[src/rtl/rv32_fetch_pkg.sv]
// Shared constants, fetch-state encoding and helpers for the RV32IM fetch stage.
package rv32_fetch_pkg;

  localparam logic [31:0] NOP_INSTR            = 32'h0000_0013;
  localparam logic [31:0] DEFAULT_RESET_VECTOR = 32'h0000_0000;
  localparam logic [31:0] PC_INC               = 32'd4;
  localparam logic [31:0] WORD_ALIGN_MASK      = 32'hFFFF_FFFC;

  typedef enum logic [1:0] {
    IDLE,
    FETCH,
    HOLD,
    DISCARD
  } fetch_state_e;

  function automatic logic [31:0] align_word(input logic [31:0] addr);
    return addr & WORD_ALIGN_MASK;
  endfunction

endpackage

[src/rtl/pc_fetch_unit_pc_next_sel.sv]
// Next-PC selection: redirect target beats sequential advance, which beats hold.
module pc_next_sel
  import rv32_fetch_pkg::*;
(
  input  logic [31:0] pc_i,
  input  logic [31:0] target_i,
  input  logic        redirect_i,
  input  logic        advance_i,
  output logic [31:0] pc_next_o
);

  // NOTE: every path through this block assigns pc_next_o, so no latch is inferred.
  always_comb begin
    if (redirect_i) begin
      pc_next_o = align_word(target_i);
    end else if (advance_i) begin
      pc_next_o = pc_i + PC_INC;
    end else begin
      pc_next_o = pc_i;
    end
  end

endmodule

[src/rtl/pc_fetch_unit.sv]
// Fetch stage: owns the PC, issues instruction-memory reads and presents the
// IF/ID payload, with a one-entry skid buffer for stalls and redirect squashing.
module pc_fetch_unit #(
  parameter logic [31:0] RESET_VECTOR = rv32_fetch_pkg::DEFAULT_RESET_VECTOR,
  parameter logic [31:0] NOP_INSTR    = rv32_fetch_pkg::NOP_INSTR
) (
  input  logic        CLK,
  input  logic        RESET_N,
  input  logic        PC_REDIRECT,
  input  logic [31:0] REDIRECT_TARGET,
  input  logic        STALL,
  output logic        IMEM_READ,
  output logic [31:0] IMEM_ADDR,
  input  logic        IMEM_BUSYWAIT,
  input  logic [31:0] IMEM_READDATA,
  output logic [31:0] IF_PC,
  output logic [31:0] IF_PC4,
  output logic [31:0] IF_INSTR,
  output logic        IF_VALID
);

  import rv32_fetch_pkg::*;

  fetch_state_e state_q;
  logic [31:0]  pc_q, pc_d;
  logic [31:0]  discard_addr_q;
  logic         if_valid_q;
  logic [31:0]  if_pc_q, if_instr_q;
  logic [31:0]  skid_pc_q, skid_instr_q;
  logic         imem_read;
  logic         access_done;
  logic         advance;

  assign imem_read   = (state_q == FETCH) || (state_q == DISCARD);
  assign access_done = imem_read && !IMEM_BUSYWAIT;
  assign advance     = (state_q == FETCH) && access_done;

  pc_next_sel u_pc_next_sel (
    .pc_i       (pc_q),
    .target_i   (REDIRECT_TARGET),
    .redirect_i (PC_REDIRECT),
    .advance_i  (advance),
    .pc_next_o  (pc_d)
  );

  // NOTE: state uses non-blocking assignments so every register samples pre-edge values.
  always_ff @(posedge CLK or negedge RESET_N) begin
    if (!RESET_N) begin
      // NOTE: the skid entry is a handful of flops, not a RAM, so resetting it is free and keeps it X-clean.
      state_q        <= IDLE;
      pc_q           <= RESET_VECTOR;
      discard_addr_q <= RESET_VECTOR;
      if_valid_q     <= 1'b0;
      if_pc_q        <= RESET_VECTOR;
      if_instr_q     <= NOP_INSTR;
      skid_pc_q      <= RESET_VECTOR;
      skid_instr_q   <= NOP_INSTR;
    end else begin
      pc_q <= pc_d;
      if (PC_REDIRECT) begin
        if_valid_q <= 1'b0;
        if_instr_q <= NOP_INSTR;
        // A still-busy access cannot be withdrawn; ride it out at the old address.
        if (imem_read && IMEM_BUSYWAIT) begin
          state_q <= DISCARD;
          if (state_q == FETCH) discard_addr_q <= pc_q;
        end else begin
          state_q <= FETCH;
        end
      end else begin
        case (state_q)
          IDLE: state_q <= FETCH;
          FETCH: begin
            if (STALL) begin
              if (access_done) begin
                skid_pc_q    <= pc_q;
                skid_instr_q <= IMEM_READDATA;
                state_q      <= HOLD;
              end
            end else if (access_done) begin
              if_valid_q <= 1'b1;
              if_pc_q    <= pc_q;
              if_instr_q <= IMEM_READDATA;
            end else begin
              if_valid_q <= 1'b0;
              if_instr_q <= NOP_INSTR;
            end
          end
          HOLD: begin
            if (!STALL) begin
              if_valid_q <= 1'b1;
              if_pc_q    <= skid_pc_q;
              if_instr_q <= skid_instr_q;
              state_q    <= FETCH;
            end
          end
          DISCARD: begin
            if (!STALL) begin
              if_valid_q <= 1'b0;
              if_instr_q <= NOP_INSTR;
            end
            if (access_done) state_q <= FETCH;
          end
          default: state_q <= IDLE;
        endcase
      end
    end
  end

  assign IMEM_READ = imem_read;
  assign IMEM_ADDR = (state_q == DISCARD) ? discard_addr_q : pc_q;
  assign IF_VALID  = if_valid_q;
  assign IF_PC     = if_pc_q;
  assign IF_PC4    = if_pc_q + PC_INC;
  assign IF_INSTR  = if_instr_q;

endmodule

[config.mk]
export PLATFORM = sky130hd
export DESIGN_NAME = pc_fetch_unit
export DESIGN_NICKNAME = d
export VERILOG_FILES = /design/src/rtl/rv32_fetch_pkg.sv /design/src/rtl/pc_fetch_unit_pc_next_sel.sv /design/src/rtl/pc_fetch_unit.sv
export SDC_FILE = /design/constraint.sdc
export NUM_CORES = 1
export LEC_CHECK = 0
export CORE_MARGIN = 4
export CORE_UTILIZATION = 29
export DETAILED_ROUTE_END_ITERATION = 8
export PLACE_DENSITY = 0.48
export SYNTH_ARGS = -nofsm -noshare
export SYNTH_HDL_FRONTEND = slang
export SYNTH_SLANG_ARGS = --single-unit
[constraint.sdc]
create_clock -name CLK -period 3.95 [get_ports CLK]
set_input_delay 0.79 -clock CLK [delete_from_list [all_inputs] [get_ports CLK]]
set_output_delay 0.79 -clock CLK [all_outputs]
set_load 0.05 [all_outputs]
==> flow_summary.json <==
{
  "finalMaxSlewViolations": 0,
  "reg2reg_from": "state_q[1]$_DFFE_PN0P_",
  "p_per_area_mw_per_mm2": 789.0,
  "clockBufferDepth": 2,
  "path_clk_slew_ps": 80,
  "grtUsageTotal": 0.1457,
  "dp_hpwl_mm": 17.99,
  "synthFlopType": "dfrtp_1",
  "dr.pass1.iters": 4,
  "fin_setup_tns_ps": 0,
  "max_freq_ghz": 0.2733,
  "antenna_found_initial": 4,
  "hold_buffers": 0,
  "worst_slew_pin_slew_ps": 715.7,
  "startpoint": "state_q[1]$_DFFE_PN0P_",
  "grt_max_degree": 79,
  "row_count": 65,
  "ys_warn_count": 0,
  "finalCriticalPeriod_ps": 3660,
  "required_ps": 3160,
  "vias": 6949,
  "grt-ovfl-total": 0,
  "cts_setup_buffers": 0,
  "dieArea_mm2": 0.03524,
  "hold_viol": 0,
  "slowest_stage": "clkdlybuf4s50_1",
  "max-cap-violations": 0,
  "grt_pass1_wl_mm": 41.25,
  "io_buffers": 190,
  "numCtsBuffers": 17,
  "routed_wl_mm": 25.88,
  "path_cells": "ha_2, buf_4, mux2_2, clkdlybuf4s50_1",
  "num_antenna_cells": 0,
  "vdd_drop_max_mv": 0.3116,
  "htree_levels": 4,
  "critPathCaptureType": "output pin",
  "dieHeight_um": 187.7,
  "routabilityCongestion": 0.7748,
  "critPathKind": "reg2out",
  "synth_area_per_cell_um2": 10.92,
  "hp-class": "in2async",
  "period_share": 0.9265,
  "cts_tree": "built",
  "status": "completed",
  "synthCells": 858,
  "clkLatencyLatePin_ps": 430,
  "finish.utilization": 0.3848,
  "drt_iter0_drc": 413,
  "ff_latch_area_mm2": 0.004687,
  "yosysSeqAreaShare": 0.5004,
  "path_max_fanout": 24,
  "routedWlPerCell_um": 18.11,
  "fillers": 3178,
  "final_cell_mix": "clkdlybuf4s50_1, dfrtp_1, mux2_2",
  "final_common_cell": "clkdlybuf4s50_1",
  "multiInputGateArea_mm2": 0.004320,
  "setup_viol": 0,
  "slowest_delay_ps": 700,
  "worstPathArrival_ps": 2870,
  "rsz0062_at_grt": "false",
  "core_area_mm2": 0.03172,
  "area_delta_synth_final_pct": 30.30,
  "synth_edf_count": 0,
  "initial_core_util": 0.2953,
  "skew_ps": 16.19,
  "slew_headroom": 0.5229,
  "cts_resized": 0,
  "fin_nets": 1088,
  "ioPinCount": 199,
  "drc": 0,
  "final_layout_size_suffix_gt1_frac": 0.1889,
  "vias_per_cell": 4.863,
  "total_power_mw": 9.630,
  "ant_nets": 0,
  "syn-cell-area_mm2": 0.009366,
  "grt_pass1_vias": 6999,
  "clkSinkCount": 187,
  "p_leak_nw": 4.737,
  "start_kind": "flop",
  "cts_root_buf": "clkbuf_16",
  "yosysUniqueCellTypes": 57,
  "r2r_slack_ps": 1290,
  "ys_ff_latch": 187,
  "async_flop_share": 1.000,
  "die_x_um": 187.7
}
-- worst paths after layout --
kind | cells after the start | endpoint
min in group CLK | 2 | IF_INSTR[29]$_DFFE_PN0P_
hold / removal | 1 | skid_instr_q[3]$_DFFE_PN0P_
max in group asynchronous | 2 | pc_q[16]$_DFFE_PN0P_
setup reg to reg | 6 | pc_q[30]$_DFFE_PN0P_
setup / recovery | 4 | IMEM_ADDR[8]
hold reg to reg | 2 | IF_INSTR[29]$_DFFE_PN0P_
-- state kept, by name, summed over array words and instances, names as in the netlist --
register        count
IF_INSTR           32
skid_instr_q       32
IF_PC              30
discard_addr_q     30
pc_q               30
skid_pc_q          30
state_q             2
IF_VALID            1
-- metal layers --
metal / share of wire / GRT usage / vias up
li1: - / - / 3393
met1: 0.48 / 0.2022 / 3346
met2: 0.43 / 0.2188 / 174
met3: 0.075 / 0.05138 / 30
met4: 0.016 / 0.03501 / 6
met5: 0.0011 / 0 / -
-- cell type report --
| cell class | instances | area share |
|---|---|---|
| well taps | 402 | 0.04121 |
| multi-input cells | 588 | 0.3540 |
| inverters | 10 | 0.003076 |
| clock inverters | 15 | 0.01271 |
| repair buffers | 210 | 0.1701 |
| flip-flops and latches | 187 | 0.3840 |
| clock buffers | 17 | 0.03486 |
-- synthesized netlist by cell type, drive strengths merged (4+ instances only) --
cell | instances | area share
nand2 | 99 | 0.040
xnor2 | 28 | 0.026
nand4 | 20 | 0.017
or3 | 5 | 0.0036
a22oi | 31 | 0.025
o31ai | 42 | 0.034
mux2 | 114 | 0.14
a21oi | 5 | 0.0027
and3 | 5 | 0.0035
or4 | 18 | 0.015
and2 | 5 | 0.0033
dfrtp | 181 | 0.48
buf | 22 | 0.015
xor2 | 11 | 0.010
nand2b | 5 | 0.0033
o211ai | 4 | 0.0032
inv | 10 | 0.0040
o21ai | 56 | 0.030
and4 | 9 | 0.0085
clkbuf | 54 | 0.023
mux2i | 31 | 0.033
nand3 | 30 | 0.016
a31oi | 13 | 0.0087
dfstp | 6 | 0.017
ha | 5 | 0.0067
nor2 | 23 | 0.0092
-- worst max-delay path, delay by kind of cell, from the launching register on --
kind	cells	cell delay, ps
buffers and inverters	2	990
multiplexers	1	360
flip-flops	1	470
adder cells (fa/ha/maj)	1	610
-- where the power goes --
| group | switching [mW] | internal (mW) |
|---|---|---|
| combinational | 2.93 | 1.80 |
| clock | 0.864 | 0.844 |
| sequential | 0.554 | 2.64 |
| total | 4.35 | 5.28 |
-- logic make-up after synthesis --
kind of cell	after synthesis	synth area share
buf+inv	88	0.04488
xor+xnor	39	0.03647
compound gates	160	0.1111
mux	145	0.1702
flops	187	0.5004
fa+ha+maj	5	0.006679
other cells	1	0.0004004
simple gates	233	0.1298
-- metrics by stage --
stage	worst slack, ps	instance area, µm²	hold slack [ps]	cells
2_1_floorplan	526.4	9385	450.2	863
3_5_place_dp	680.7	11620	466.1	1397
4_1_cts	198.6	12200	406.1	1429
5_1_grt	85.13	12200	409.8	1429
6_report	290.4	12200	369.1	1429
3_3_place_gp	694.7	11620	461.0	1397
(Power assumes the default switching activity.)
